<file path="src/rtl/axi_range_filter_rd.sv">
// AXI4 read-channel address filter: ARs are matched against enabled address windows
// (allow- or deny-list); blocked ARs are answered locally with an error burst, in order.
module axi_range_filter_rd #(
    parameter int                          AXI_ADDR_WIDTH      = 32,
    parameter int                          AXI_DATA_WIDTH      = 64,
    parameter int                          AXI_ID_WIDTH        = 7,
    parameter int                          AXI_USER_WIDTH      = 4,
    parameter int                          NBR_RANGE           = 4,
    parameter int                          NBR_OUTSTANDING_REQ = 4,
    parameter int                          AXI_LOOK_BITS       = 4,
    parameter logic [AXI_DATA_WIDTH-1:0]   ERR_DATA            = {AXI_DATA_WIDTH/64{64'hCA11_AB1E_DEAD_BEEF}},
    parameter int                          ERR_CNT_WIDTH       = 16
) (
    input  logic                                i_clk,
    input  logic                                i_rst_n,
    input  logic                                i_scan_ckgt_enable,
    input  logic [NBR_RANGE*AXI_ADDR_WIDTH-1:0] i_range_start,
    input  logic [NBR_RANGE*AXI_ADDR_WIDTH-1:0] i_range_stop,
    input  logic [NBR_RANGE-1:0]                i_range_en,
    input  logic                                i_allow_mode,
    input  logic                                i_decerr,
    input  logic                                i_err_clr,
    // AR slave side
    input  logic                                axi_in_ar_valid_i,
    input  logic [AXI_ADDR_WIDTH-1:0]           axi_in_ar_addr_i,
    input  logic [2:0]                          axi_in_ar_prot_i,
    input  logic [3:0]                          axi_in_ar_region_i,
    input  logic [7:0]                          axi_in_ar_len_i,
    input  logic [2:0]                          axi_in_ar_size_i,
    input  logic [1:0]                          axi_in_ar_burst_i,
    input  logic                                axi_in_ar_lock_i,
    input  logic [3:0]                          axi_in_ar_cache_i,
    input  logic [3:0]                          axi_in_ar_qos_i,
    input  logic [AXI_ID_WIDTH-1:0]             axi_in_ar_id_i,
    input  logic [AXI_USER_WIDTH-1:0]           axi_in_ar_user_i,
    output logic                                axi_in_ar_ready_o,
    // R slave side
    output logic                                axi_in_r_valid_o,
    output logic [AXI_DATA_WIDTH-1:0]           axi_in_r_data_o,
    output logic [1:0]                          axi_in_r_resp_o,
    output logic                                axi_in_r_last_o,
    output logic [AXI_ID_WIDTH-1:0]             axi_in_r_id_o,
    output logic [AXI_USER_WIDTH-1:0]           axi_in_r_user_o,
    input  logic                                axi_in_r_ready_i,
    // AR master side
    output logic                                axi_out_ar_valid_o,
    output logic [AXI_ADDR_WIDTH-1:0]           axi_out_ar_addr_o,
    output logic [2:0]                          axi_out_ar_prot_o,
    output logic [3:0]                          axi_out_ar_region_o,
    output logic [7:0]                          axi_out_ar_len_o,
    output logic [2:0]                          axi_out_ar_size_o,
    output logic [1:0]                          axi_out_ar_burst_o,
    output logic                                axi_out_ar_lock_o,
    output logic [3:0]                          axi_out_ar_cache_o,
    output logic [3:0]                          axi_out_ar_qos_o,
    output logic [AXI_ID_WIDTH-1:0]             axi_out_ar_id_o,
    output logic [AXI_USER_WIDTH-1:0]           axi_out_ar_user_o,
    input  logic                                axi_out_ar_ready_i,
    // R master side
    input  logic                                axi_out_r_valid_i,
    input  logic [AXI_DATA_WIDTH-1:0]           axi_out_r_data_i,
    input  logic [1:0]                          axi_out_r_resp_i,
    input  logic                                axi_out_r_last_i,
    input  logic [AXI_ID_WIDTH-1:0]             axi_out_r_id_i,
    input  logic [AXI_USER_WIDTH-1:0]           axi_out_r_user_i,
    output logic                                axi_out_r_ready_o,
    // fault capture
    output logic                                o_err_valid,
    output logic [AXI_ADDR_WIDTH-1:0]           o_err_addr,
    output logic [AXI_ID_WIDTH-1:0]             o_err_id,
    output logic [ERR_CNT_WIDTH-1:0]            o_err_cnt,
    output logic                                o_err_irq,
    output logic                                o_dbg_r_state
);

    // Handshakes: a transfer happens on a rising edge where valid & ready are both high;
    // valid never waits on ready, and once raised the payload is held until that edge.

    localparam int DEPTH      = NBR_OUTSTANDING_REQ;
    localparam int PTR_W      = (DEPTH > 1) ? $clog2(DEPTH) : 1;
    localparam int CNT_W      = $clog2(DEPTH + 1);
    localparam int NBR_ID_CNT = 2 ** AXI_LOOK_BITS;
    localparam int ENTRY_W    = 1 + AXI_ID_WIDTH + AXI_USER_WIDTH + 8;
    localparam logic [CNT_W-1:0] CNT_MAX  = CNT_W'(DEPTH);
    localparam logic [PTR_W-1:0] PTR_LAST = PTR_W'(DEPTH - 1);

    typedef enum logic {R_IDLE = 1'b0, R_ERROR = 1'b1} r_state_e;

    r_state_e                  state_q, state_d;
    logic [7:0]                beat_cnt_q, beat_cnt_d;
    logic [ENTRY_W-1:0]        fifo_mem_q [DEPTH];
    logic [ENTRY_W-1:0]        fifo_mem_d [DEPTH];
    logic [PTR_W-1:0]          wr_ptr_q, wr_ptr_d, rd_ptr_q, rd_ptr_d;
    logic [CNT_W-1:0]          fifo_cnt_q, fifo_cnt_d;
    logic [CNT_W-1:0]          id_cnt_q [NBR_ID_CNT];
    logic [CNT_W-1:0]          id_cnt_d [NBR_ID_CNT];
    logic                      err_valid_q, err_valid_d;
    logic [AXI_ADDR_WIDTH-1:0] err_addr_q, err_addr_d;
    logic [AXI_ID_WIDTH-1:0]   err_id_q, err_id_d;
    logic [ERR_CNT_WIDTH-1:0]  err_cnt_q, err_cnt_d;
    logic                      err_irq_q, err_irq_d;

    logic [NBR_RANGE-1:0]      win_hit;
    logic                      ar_blocked, can_accept, fifo_push, fifo_pop;
    logic                      fifo_full, fifo_empty, err_event;
    logic [AXI_LOOK_BITS-1:0]  ar_look, head_look;
    logic [ENTRY_W-1:0]        head;
    logic                      head_blocked;
    logic [AXI_ID_WIDTH-1:0]   head_id;
    logic [AXI_USER_WIDTH-1:0] head_user;
    logic [7:0]                head_len;
    logic                      unused_scan;

    assign unused_scan = i_scan_ckgt_enable;

    always_comb begin
        for (int i = 0; i < NBR_RANGE; i++) begin
            win_hit[i] = i_range_en[i]
                && (axi_in_ar_addr_i >= i_range_start[i*AXI_ADDR_WIDTH +: AXI_ADDR_WIDTH])
                && (axi_in_ar_addr_i <= i_range_stop[i*AXI_ADDR_WIDTH +: AXI_ADDR_WIDTH]);
        end
    end

    assign ar_blocked = i_allow_mode ? !(|win_hit) : (|win_hit);

    assign fifo_full    = (fifo_cnt_q == CNT_MAX);
    assign fifo_empty   = (fifo_cnt_q == '0);
    assign head         = fifo_mem_q[rd_ptr_q];
    assign head_len     = head[7:0];
    assign head_user    = head[8 +: AXI_USER_WIDTH];
    assign head_id      = head[8+AXI_USER_WIDTH +: AXI_ID_WIDTH];
    assign head_blocked = head[ENTRY_W-1];
    assign ar_look      = axi_in_ar_id_i[AXI_LOOK_BITS-1:0];
    assign head_look    = head_id[AXI_LOOK_BITS-1:0];

    // Reset gates the AR handshake so nothing is accepted while the block is held in reset.
    assign can_accept         = i_rst_n && !fifo_full && (id_cnt_q[ar_look] != CNT_MAX);
    assign axi_in_ar_ready_o  = can_accept && (ar_blocked || axi_out_ar_ready_i);
    assign axi_out_ar_valid_o = axi_in_ar_valid_i && can_accept && !ar_blocked;
    assign fifo_push          = axi_in_ar_valid_i && axi_in_ar_ready_o;
    assign err_event          = fifo_push && ar_blocked;

    assign axi_out_ar_addr_o   = axi_in_ar_addr_i;
    assign axi_out_ar_prot_o   = axi_in_ar_prot_i;
    assign axi_out_ar_region_o = axi_in_ar_region_i;
    assign axi_out_ar_len_o    = axi_in_ar_len_i;
    assign axi_out_ar_size_o   = axi_in_ar_size_i;
    assign axi_out_ar_burst_o  = axi_in_ar_burst_i;
    assign axi_out_ar_lock_o   = axi_in_ar_lock_i;
    assign axi_out_ar_cache_o  = axi_in_ar_cache_i;
    assign axi_out_ar_qos_o    = axi_in_ar_qos_i;
    assign axi_out_ar_id_o     = axi_in_ar_id_i;
    assign axi_out_ar_user_o   = axi_in_ar_user_i;

    // Order FIFO
    always_comb begin
        fifo_mem_d = fifo_mem_q;
        wr_ptr_d   = wr_ptr_q;
        rd_ptr_d   = rd_ptr_q;
        fifo_cnt_d = fifo_cnt_q;
        if (fifo_push) begin
            fifo_mem_d[wr_ptr_q] = {ar_blocked, axi_in_ar_id_i, axi_in_ar_user_i, axi_in_ar_len_i};
            wr_ptr_d = (wr_ptr_q == PTR_LAST) ? '0 : wr_ptr_q + PTR_W'(1);
        end
        if (fifo_pop) begin
            rd_ptr_d = (rd_ptr_q == PTR_LAST) ? '0 : rd_ptr_q + PTR_W'(1);
        end
        if (fifo_push && !fifo_pop) begin
            fifo_cnt_d = fifo_cnt_q + CNT_W'(1);
        end else if (fifo_pop && !fifo_push) begin
            fifo_cnt_d = fifo_cnt_q - CNT_W'(1);
        end
    end

    // Per-ID outstanding counters; pops are charged to the FIFO-head ID.
    always_comb begin
        id_cnt_d = id_cnt_q;
        if (fifo_push && !(fifo_pop && (head_look == ar_look))) begin
            id_cnt_d[ar_look] = id_cnt_q[ar_look] + CNT_W'(1);
        end
        if (fifo_pop && !(fifo_push && (head_look == ar_look))) begin
            id_cnt_d[head_look] = id_cnt_q[head_look] - CNT_W'(1);
        end
    end

    // R FSM
    always_comb begin
        state_d           = state_q;
        beat_cnt_d        = beat_cnt_q;
        fifo_pop          = 1'b0;
        axi_in_r_valid_o  = 1'b0;
        axi_in_r_data_o   = '0;
        axi_in_r_resp_o   = 2'b00;
        axi_in_r_last_o   = 1'b0;
        axi_in_r_id_o     = '0;
        axi_in_r_user_o   = '0;
        axi_out_r_ready_o = 1'b0;
        case (state_q)
            R_IDLE: begin
                if (!fifo_empty) begin
                    if (!head_blocked) begin
                        axi_in_r_valid_o  = axi_out_r_valid_i;
                        axi_in_r_data_o   = axi_out_r_data_i;
                        axi_in_r_resp_o   = axi_out_r_resp_i;
                        axi_in_r_last_o   = axi_out_r_last_i;
                        axi_in_r_id_o     = axi_out_r_id_i;
                        axi_in_r_user_o   = axi_out_r_user_i;
                        axi_out_r_ready_o = axi_in_r_ready_i;
                        fifo_pop = axi_out_r_valid_i && axi_in_r_ready_i && axi_out_r_last_i;
                    end else begin
                        beat_cnt_d = head_len;
                        state_d    = R_ERROR;
                    end
                end
            end
            R_ERROR: begin
                axi_in_r_valid_o = 1'b1;
                axi_in_r_data_o  = ERR_DATA;
                axi_in_r_resp_o  = i_decerr ? 2'b11 : 2'b10;
                axi_in_r_last_o  = (beat_cnt_q == 8'd0);
                axi_in_r_id_o    = head_id;
                axi_in_r_user_o  = head_user;
                if (axi_in_r_ready_i) begin
                    if (beat_cnt_q == 8'd0) begin
                        fifo_pop = 1'b1;
                        state_d  = R_IDLE;
                    end else begin
                        beat_cnt_d = beat_cnt_q - 8'd1;
                    end
                end
            end
            default: state_d = R_IDLE;
        endcase
    end

    // Fault capture: a clear in the same cycle as a blocked AR is applied first.
    always_comb begin
        err_valid_d = err_valid_q;
        err_addr_d  = err_addr_q;
        err_id_d    = err_id_q;
        err_cnt_d   = err_cnt_q;
        err_irq_d   = err_event;
        if (i_err_clr) begin
            err_valid_d = 1'b0;
            err_addr_d  = '0;
            err_id_d    = '0;
            err_cnt_d   = '0;
        end
        if (err_event) begin
            if (!err_valid_d) begin
                err_valid_d = 1'b1;
                err_addr_d  = axi_in_ar_addr_i;
                err_id_d    = axi_in_ar_id_i;
            end
            if (err_cnt_d != '1) begin
                err_cnt_d = err_cnt_d + ERR_CNT_WIDTH'(1);
            end
        end
    end

    always_ff @(posedge i_clk or negedge i_rst_n) begin
        if (!i_rst_n) begin
            state_q     <= R_IDLE;
            beat_cnt_q  <= '0;
            wr_ptr_q    <= '0;
            rd_ptr_q    <= '0;
            fifo_cnt_q  <= '0;
            err_valid_q <= 1'b0;
            err_addr_q  <= '0;
            err_id_q    <= '0;
            err_cnt_q   <= '0;
            err_irq_q   <= 1'b0;
            for (int i = 0; i < DEPTH; i++) fifo_mem_q[i] <= '0;
            for (int i = 0; i < NBR_ID_CNT; i++) id_cnt_q[i] <= '0;
        end else begin
            state_q     <= state_d;
            beat_cnt_q  <= beat_cnt_d;
            wr_ptr_q    <= wr_ptr_d;
            rd_ptr_q    <= rd_ptr_d;
            fifo_cnt_q  <= fifo_cnt_d;
            err_valid_q <= err_valid_d;
            err_addr_q  <= err_addr_d;
            err_id_q    <= err_id_d;
            err_cnt_q   <= err_cnt_d;
            err_irq_q   <= err_irq_d;
            fifo_mem_q  <= fifo_mem_d;
            id_cnt_q    <= id_cnt_d;
        end
    end

    assign o_err_valid   = err_valid_q;
    assign o_err_addr    = err_addr_q;
    assign o_err_id      = err_id_q;
    assign o_err_cnt     = err_cnt_q;
    assign o_err_irq     = err_irq_q;
    assign o_dbg_r_state = (state_q == R_ERROR);

endmodule

</file>
<file path="config.mk">
export PLATFORM = sky130hd
export DESIGN_NAME = axi_range_filter_rd
export DESIGN_NICKNAME = d
export VERILOG_FILES = /design/src/rtl/axi_range_filter_rd.sv
export SDC_FILE = /design/constraint.sdc
export NUM_CORES = 1
export LEC_CHECK = 0
export CORE_MARGIN = 8
export CORE_UTILIZATION = 30
export CTS_BUF_LIST = sky130_fd_sc_hd__clkbuf_2
export CTS_CLUSTER_SIZE = 12
export DETAILED_ROUTE_END_ITERATION = 8
export DONT_BUFFER_PORTS = 1
export SYNTH_ARGS = -nofsm -noshare
export SYNTH_HDL_FRONTEND = slang
export SYNTH_SLANG_ARGS = --single-unit
</file>
<file path="constraint.sdc">
create_clock -name i_clk -period 5.9 [get_ports i_clk]
set_input_delay 0.59 -clock i_clk [delete_from_list [all_inputs] [get_ports i_clk]]
set_output_delay 0.59 -clock i_clk [all_outputs]
set_load 0.01 [all_outputs]
</file>
==> reports/metrics.yaml, run 1 <==
drt:
  routed_via_density: 5.46
  firstDrtPassIters: 5
  first_iter_violations: 1196
  routed_wl_um: 66900
  avgRoutedWirePerCell_um: 24.7
  vias: 14800
  drc: 0
  ant_nets: 0
finish:
  areaGrowthSynthToFinish_pct: 7.68
  final_cell_mix: "ha_1, inv_1, dfrtp_1, nand2_1, a21oi_1"
  multiInputGateArea_um2: 11100
  drive_above_1_share_pct: 13.9
  layout_commonest_cell: "ha_1"
  finalNonFillerCells: 2709
  seq_area_um2: 5030
  layout.nets: 2579
  fin_area_um2: 19300
  fill_cells: 6104
synth:
  yosys_warnings: 0
  yosysTopAreaCellShare_pct: 28.1
  synth_cell_types: 68
  synth-seq-area-share_pct: 28.1
  ys_ff_latch: 201
  synth_edf_count: 0
  ys_async_sr_fraction_pct: 100
  synth_area_um2: 17900
  synthFlopType: "dfrtp_1"
  synth_cells: 1896
  synth_nets: 2584
  synth_top_area_cell: "dfrtp_1"
  synth_area_leaders: "dfrtp_1, ha_1, mux2i_1, inv_1, mux2_2"
  syn_avg_cell_area_um2: 9.46
floorplanning:
  row_count: 89
  io_pins: 632
  fp.dieW_um: 260
  die-area_um2: 67800
  die_y_um: 260
  core-area_um2: 59000
  initial_core_util_pct: 30.4
setup_path:
  critPathMaxStageDelay_ns: 0.90
  path_cells: "buf_4 > mux4_2 > nor2_4 > nand2_1 > o21ai_0"
  required_ns: 5.31
  slowest_stage: "nor2_4"
  path_max_fanout: 53
  cp-start-kind: "register"
  end_kind: "output port"
  critPathKind: "register to output port"
  r2r_cells: 10
  critPathArrivalTime_ns: 3.96
sta:
  min_period_over_period_pct: 77.1
  drv_slew: 0
  setup_viol: 0
  final.min_clock_period_ns: 4.55
  fin_tns_setup_ns: 0
  rsz0062_at_grt: "no"
  hold_violations: 0
  maxSlewHeadroom_pct: 20.4
  fin_skew_ns: 0.166
  max_freq_ghz: 0.220
  layout_setup_ws_ns: 1.35
  worstMarginPinSlew_ns: 1.19
cts:
  cts_htree_levels: 2
  post_cts_buffers: 0
  clock_sinks: 201
  insertion_delay_ns: 1.08
  clockRootBuffer: "clkbuf_2"
  cts_made_buffers: 58
  cts.clk_slew.worst_paths_ns: 0.11
  tritoncts: "built"
  cts_buffer_depth: 3
placed_design:
  dpl_cell_area_um2: 18200
  gp_congestion: 0.895
  dp_hpwl_um: 50600
  dp_slack_ns: 0.741
  io_buffers: 0
  dpl.cell_count: 2547
grt:
  antenna_found_initial: 13
  grt_pass1_wl_um: 97000
  grt_max_degree: 202
  overflow: 0
  grt_usage_pct: 18.7
  grt_pass1_vias: 15200
power_and_ir_drop:
  p_leak_nw: 9.50
  comb_power_share_pct: 49.1
  switchingPower_w: 0.00282
  ir_drop_uv: 256
  power.density_nw_per_um2: 333
  internal_power_w: 0.00362
  p_sw_share_pct: 43.8
  p_total_w: 0.00643
  pwr-share-seq_pct: 34.0
  p_clk_share_pct: 16.9
status:
  status: "completed"
hold_path:
  min_path_cells: 5
  hp-class: "input pin to register"
run:
  max-cap-violations: 0
-- cells in the mapped netlist (all sizes together) (6+ instances only) --
| cell | n |
|---|---|
| nor2 | 70 |
| nand2b | 17 |
| xnor2 | 12 |
| inv | 263 |
| ha | 267 |
| a21oi | 118 |
| nand2 | 135 |
| a22o | 41 |
| buf | 101 |
| o21ai | 71 |
| mux2i | 102 |
| mux2 | 87 |
| and3 | 8 |
| a21o | 64 |
| nor2b | 18 |
| nand3 | 44 |
| nor3 | 15 |
| and2 | 33 |
| a221oi | 10 |
| mux4 | 46 |
| o211ai | 6 |
| nor4 | 14 |
| nand4 | 32 |
| clkbuf | 37 |
| dfrtp | 201 |
| or3 | 6 |
| and4 | 13 |
-- cell type report --
class / instances / share of cell area (%)
tap: 773 / 5.01
antenna: 2 / 0.0259
sequential: 201 / 26.1
clock inverter: 19 / 0.531
clock buffer: 84 / 2.18
inverter: 263 / 5.11
multi-input combinational: 1294 / 57.4
timing repair buffer: 73 / 3.67
-- layer usage --
metal	vias up	track usage [%]	wire length (um)
li1	6677	-	-
met1	7261	23.3	27000
met2	668	30.3	31300
met3	174	5.51	5940
met4	14	7.04	2520
met5	-	0	95
-- metrics by stage --
stage,util [%],hold WS (ns)
after global placement,30.8,0.300
after detailed placement,30.8,0.300
after global routing,32.7,0.106
after floorplan,-,0.294
after CTS,32.7,0.00500
final,32.7,0.191
-- flip-flops by register name, indices dropped and copies added (netlist names) --
name / flops
o_err_id: 7
o_err_cnt: 16
o_err_valid: 1
rd_ptr_q: 2
o_err_addr: 32
o_dbg_r_state: 1
fifo_mem_q: 80
beat_cnt_q: 8
wr_ptr_q: 2
fifo_cnt_q: 3
o_err_irq: 1
id_cnt_q: 48
-- kinds of logic after synthesis --
family | Yosys count | synth area share (%)
flops | 201 | 28.1
simple gates | 427 | 12.5
buf+inv | 401 | 10.2
compound gates | 347 | 12.6
fa+ha+maj | 268 | 18.7
xor+xnor | 17 | 0.935
mux | 235 | 17.0
-- critical path, delay by kind of cell (launching register included) --
kind,cells,cell delay [ns]
mux,1,0.64
buf+inv,1,0.40
simple gates,2,1.12
compound gates,1,0.41
flops,1,0.38
-- power groups by stage --
stage | clock network, W | logic, W | registers (W)
finish | 0.00109 | 0.00316 | 0.00219
global route | 0.00120 | 0.00345 | 0.00225
CTS | 0.00114 | 0.00317 | 0.00219
detailed placement | 0 | 0.00307 | 0.00221
global placement | 0 | 0.00295 | 0.00217
floorplan | 0 | 0.00240 | 0.00210
-- repair_timing --
action | in CTS | in global routing
hold endpoints to repair | 391 | 0
hold buffers | 57 | 0
gates resized for setup | 0 | 0
-- worst paths after layout --
path,start,to,slack (ns)
setup reg to reg,rd_ptr_q[0],id_cnt_q[13],2.13
hold reg to reg,fifo_mem_q[17],fifo_mem_q[17],0.51
hold / removal,axi_in_ar_id_i[3],id_cnt_q[9],0.19
setup / recovery,rd_ptr_q[0],axi_in_r_id_o[4],1.35
max in group asynchronous,i_rst_n,o_dbg_r_state,4.47
min in group asynchronous,i_rst_n,id_cnt_q[31],0.31
No activity file was read; power rests on OpenSTA's default activity.
==> run 2: changes to the inputs <==
==> constraint.sdc (replaced) <==
create_clock -name i_clk -period 3.8 [get_ports i_clk]
set_input_delay 0.38 -clock i_clk [delete_from_list [all_inputs] [get_ports i_clk]]
set_output_delay 0.38 -clock i_clk [all_outputs]
set_load 0.01 [all_outputs]
==> reports/metrics.yaml, run 2 (synthesis results as in run 1) <==
floorplanning:
  core-area_um2: 59000
  initial_core_util_pct: 30.4
  io_pins: 632
  row_count: 89
  die-area_um2: 67800
  fp.dieW_um: 260
  die_y_um: 260
drt:
  first_iter_violations: 1214
  routed_wl_um: 68200
  drc: 0
  avgRoutedWirePerCell_um: 24.1
  routed_via_density: 5.39
  ant_nets: 0
  vias: 15200
  firstDrtPassIters: 5
placed_design:
  gp_congestion: 0.898
  dp_hpwl_um: 51500
  dpl_cell_area_um2: 18800
  io_buffers: 0
  dp_slack_ns: -0.748
  dpl.cell_count: 2623
finish:
  largest_reg_flops: 80
  fin_area_um2: 20400
  finalNonFillerCells: 2830
  drive_above_1_share_pct: 17.2
  layout.nets: 2696
  final_cell_mix: "ha_1, inv_1, dfrtp_1, nand2_1, a21oi_1"
  areaGrowthSynthToFinish_pct: 14.1
  layout_commonest_cell: "ha_1"
  fill_cells: 5962
  regMostFlops: "fifo_mem_q"
setup_path:
  end_kind: "output port"
  required_ns: 3.42
  cp-start-kind: "input pin"
  r2r_cells: 13
  r2r_start: "id_cnt_q[36]"
  path_max_fanout: 5
  r2r-end: "o_err_addr[21]"
  critPathKind: "input pin to output port"
  reg2reg_slack_ns: 0.20
  critPathArrivalTime_ns: 3.22
cts:
  cts_buffer_depth: 3
  clock_sinks: 201
  tritoncts: "built"
  insertion_delay_ns: 1.09
  cts_htree_levels: 2
  cts.clk_slew.worst_paths_ns: 0.14
  cts_made_buffers: 56
  clockRootBuffer: "clkbuf_2"
  hold_buffers: 90
sta:
  layout_setup_ws_ns: 0.196
  fin_hold_ws_ns: -0.982
  max_freq_ghz: 0.278
  fin_tns_setup_ns: 0
  fin_skew_ns: 0.177
  min_period_over_period_pct: 94.8
  hold_violations: 201
  maxSlewHeadroom_pct: 38.7
  final.min_clock_period_ns: 3.60
  drv_slew: 0
  setup_viol: 0
  worstMarginPinSlew_ns: 0.917
run:
  max-cap-violations: 0
power_and_ir_drop:
  power.density_nw_per_um2: 514
  p_leak_nw: 10.1
  ir_drop_uv: 599
grt:
  grt_pass1_vias: 15700
  antenna_found_initial: 15
  grtUsageMet2_pct: 30.6
  grt_usage_pct: 19.0
  globalRouteMet1Util_pct: 23.2
  grt_pass1_wl_um: 98700
  top_usage_layer: "met2"
  grtUsageMet3_pct: 6.27
  grt_max_degree: 203
  overflow: 0
status:
  status: "complete, but fails checks"
  violations: "hold timing"
hold_path:
  hp-class: "input pin to async pin"
## run 2: cell types whose count changed in the layout (fill, tap and decap cells not counted), moves of 4 or more
cell	change
clkinv_1	+4
buf_4	+78
dlygate4sd3_1	+34
diode_2	+7
clkbuf_2	-9
buf_12	+6
## run 2: layer usage
layer,vias up,share of wire [%]
li1,6911,-
met3,182,9.0
met1,7480,40
met4,12,3.8
met2,658,47
met5,-,0.22
## run 2: worst max-delay path by stage
stage	startpoint	end	slack, ns	cells past startpoint
3_5_place_dp	i_range_start[57]	id_cnt_q[22]	-0.75	13
5_1_grt	id_cnt_q[25]	axi_out_ar_valid_o	-0.01	9
2_1_floorplan	axi_in_ar_id_i[0]	id_cnt_q[25]	0.12	15
4_1_cts	i_range_stop[103]	axi_in_ar_ready_o	0.01	15
6_report	i_range_stop[103]	axi_out_ar_valid_o	0.20	15
3_3_place_gp	i_range_start[57]	id_cnt_q[13]	-0.69	13
## run 2: cell type report
class	instances	area, um^2	area share [%]
Multi-Input combinational cell	1294	11200	54.6
Tap cell	773	967	4.73
Clock inverter	23	143	0.698
Sequential cell	201	5030	24.6
Timing Repair Buffer	192	1750	8.57
Inverter	263	987	4.83
Clock buffer	75	375	1.84
Antenna cell	9	22.5	0.110
## run 2: repair_timing
| action | 4_1_cts | 5_1_grt |
|---|---|---|
| pin swaps | 3 | 3 |
| hold endpoints to repair | 395 | 201 |
| endpoints found under the setup margin | 3 | 7 |
| setup buffers | 4 | 7 |
| gates resized for setup | 12 | 9 |
## run 2: critical path, cell delays in order
cell	delay (ns)
inv_1	0.03
ha_1	0.33
a21oi_1	0.15
o21ai_1	0.14
a221o_1	0.35
or3_1	0.42
a22o_1	0.26
o32a_1	0.17
buf_4	0.15
and2_4	0.18
xnor2_4	0.17
buf_4	0.16
nor2_1	0.04
buf_4	0.14
buf_4	0.14
## run 2: where the power goes
group / switching, W / internal, W / leakage [nW]
Combinational: 0.00291 / 0.00249 / 7.18
Clock: 0.00106 / 0.000631 / 0.385
Sequential: 0.000541 / 0.00288 / 2.58
Total: 0.00451 / 0.00601 / 10.1
## run 2: per-stage QoR
| step | power, W | utilization [%] |
|---|---|---|
| floorplan | 0.00699 | - |
| global placement | 0.00832 | 31.9 |
| detailed placement | 0.00854 | 31.9 |
| CTS | 0.0105 | 34.5 |
| global route | 0.0112 | 34.6 |
| finish | 0.0105 | 34.6 |
==> run 3: changes to the inputs <==
--- a/config.mk
+++ b/config.mk
@@ -5,7 +5,6 @@
 export SDC_FILE = /design/constraint.sdc
 export NUM_CORES = 1
 export LEC_CHECK = 0
-export CORE_MARGIN = 8
 export CORE_UTILIZATION = 30
 export CTS_BUF_LIST = sky130_fd_sc_hd__clkbuf_2
 export CTS_CLUSTER_SIZE = 12
==> reports/metrics.yaml, run 3 (synthesis results as in run 1) <==
placed_design:
  gp_congestion: 0.912
  dp_hpwl_um: 49400
  io_buffers: 0
  dpl_cell_area_um2: 18900
  dp_slack_ns: -0.403
  dpl.cell_count: 2633
sta:
  drv_slew: 0
  hold_violations: 201
  min_period_over_period_pct: 95.3
  worstMarginPinSlew_ns: 0.872
  final.min_clock_period_ns: 3.62
  max_freq_ghz: 0.276
  fin_tns_setup_ns: 0
  fin_skew_ns: 0.167
  fin_hold_ws_ns: -0.953
  setup_viol: 0
  layout_setup_ws_ns: 0.178
  maxSlewHeadroom_pct: 41.0
finish:
  regMostFlops: "fifo_mem_q"
  final_cell_mix: "ha_1, inv_1, dfrtp_1, nand2_1, a21oi_1"
  fin_area_um2: 20400
  layout.nets: 2691
  finalNonFillerCells: 2821
  drive_above_1_share_pct: 17.6
  layout_commonest_cell: "ha_1"
  largest_reg_flops: 80
  areaGrowthSynthToFinish_pct: 13.5
setup_path:
  reg2reg_slack_ns: 0.20
  r2r-end: "fifo_cnt_q[1]"
  critPathArrivalTime_ns: 3.24
  r2r_start: "id_cnt_q[1]"
  path_max_fanout: 17
  critPathKind: "input pin to output port"
  cp-start-kind: "input pin"
  end_kind: "output port"
  r2r_cells: 12
  required_ns: 3.42
power_and_ir_drop:
  power.density_nw_per_um2: 518
  ir_drop_uv: 649
  p_total_w: 0.0105
  p_leak_nw: 10.1
floorplanning:
  initial_core_util_pct: 30.4
  row_count: 89
  io_pins: 632
  fp.dieW_um: 246
  core-area_um2: 59000
  die-area_um2: 60700
  die_y_um: 246
status:
  status: "complete, but fails checks"
  violations: "hold timing"
cts:
  insertion_delay_ns: 1.07
  cts_buffer_depth: 3
  cts_made_buffers: 56
  clockRootBuffer: "clkbuf_2"
  cts.clk_slew.worst_paths_ns: 0.12
  tritoncts: "built"
  clock_sinks: 201
  cts_htree_levels: 2
run:
  max-cap-violations: 0
grt:
  overflow: 0
  grt_usage_pct: 20.7
  grt_max_degree: 203
  grt_pass1_vias: 15100
  grt_pass1_wl_um: 94400
  antenna_found_initial: 9
drt:
  firstDrtPassIters: 5
  ant_nets: 0
  avgRoutedWirePerCell_um: 23.1
  drc: 0
  routed_via_density: 5.36
  first_iter_violations: 898
  routed_wl_um: 65200
  vias: 15100
hold_path:
  hp-class: "input pin to async pin"
[run 3: final cells by class]
| type | instances | area (um^2) |
|---|---|---|
| Fill cell | 5979 | 38700 |
| Multi-Input combinational cell | 1295 | 11100 |
| Sequential cell | 201 | 5030 |
| Timing Repair Buffer | 186 | 1730 |
| Inverter | 263 | 991 |
| Tap cell | 773 | 967 |
| Clock buffer | 76 | 380 |
| Clock inverter | 21 | 121 |
| Antenna cell | 6 | 15.0 |
[run 3: layer usage]
layer / share of wire, % / vias to the layer above / wire (um) / GRT usage (%)
li1: - / 6900 / - / -
met1: 43 / 7453 / 28300 / 27.3
met2: 46 / 640 / 29900 / 33.2
met3: 8.3 / 121 / 5430 / 5.76
met4: 2.4 / 8 / 1550 / 5.48
met5: 0.081 / - / 53 / 0
[run 3: worst max-delay path: stages]
cell and delay [ns]:
clkinvlp_4 0.14, ha_1 0.30, nand2b_1 0.14, a2111o_1 0.40, a31oi_1 0.19, o21ai_1 0.22, a21oi_1 0.24, o32a_1 0.30
nand3_1 0.13, buf_4 0.16, o21ai_4 0.06, buf_6 0.23, nor2b_1 0.07, buf_4 0.15, buf_4 0.14
[run 3: worst max-delay path by stage]
stage	from	to
3_3_place_gp	axi_in_ar_addr_i[0]	id_cnt_q[13]
4_1_cts	axi_in_ar_addr_i[0]	axi_in_ar_ready_o
3_5_place_dp	axi_in_ar_addr_i[0]	id_cnt_q[13]
6_report	axi_in_ar_addr_i[0]	axi_in_ar_ready_o
5_1_grt	id_cnt_q[25]	axi_out_ar_valid_o
2_1_floorplan	axi_in_ar_id_i[0]	id_cnt_q[25]
[run 3: repair_timing]
item                                    CTS  global route
buffers inserted                          1             5
cloned                                    1             0
hold buffers                             76             2
resized for setup                         4            14
endpoints found under the hold margin   401           203
pin swaps                                 2             3
endpoints found under the setup margin   35             7
[run 3: report_power, final]
group | internal [W] | switching [W]
combinational | 0.00246 | 0.00298
clock | 0.000625 | 0.00104
sequential | 0.00288 | 0.000556
[run 3: metrics by stage]
stage	hold slack (ns)	util [%]
6_report	-0.953	34.5
4_1_cts	-1.14	34.3
3_5_place_dp	0.0916	32.1
5_1_grt	-1.13	34.5
2_1_floorplan	0.0844	-
3_3_place_gp	0.0945	32.1
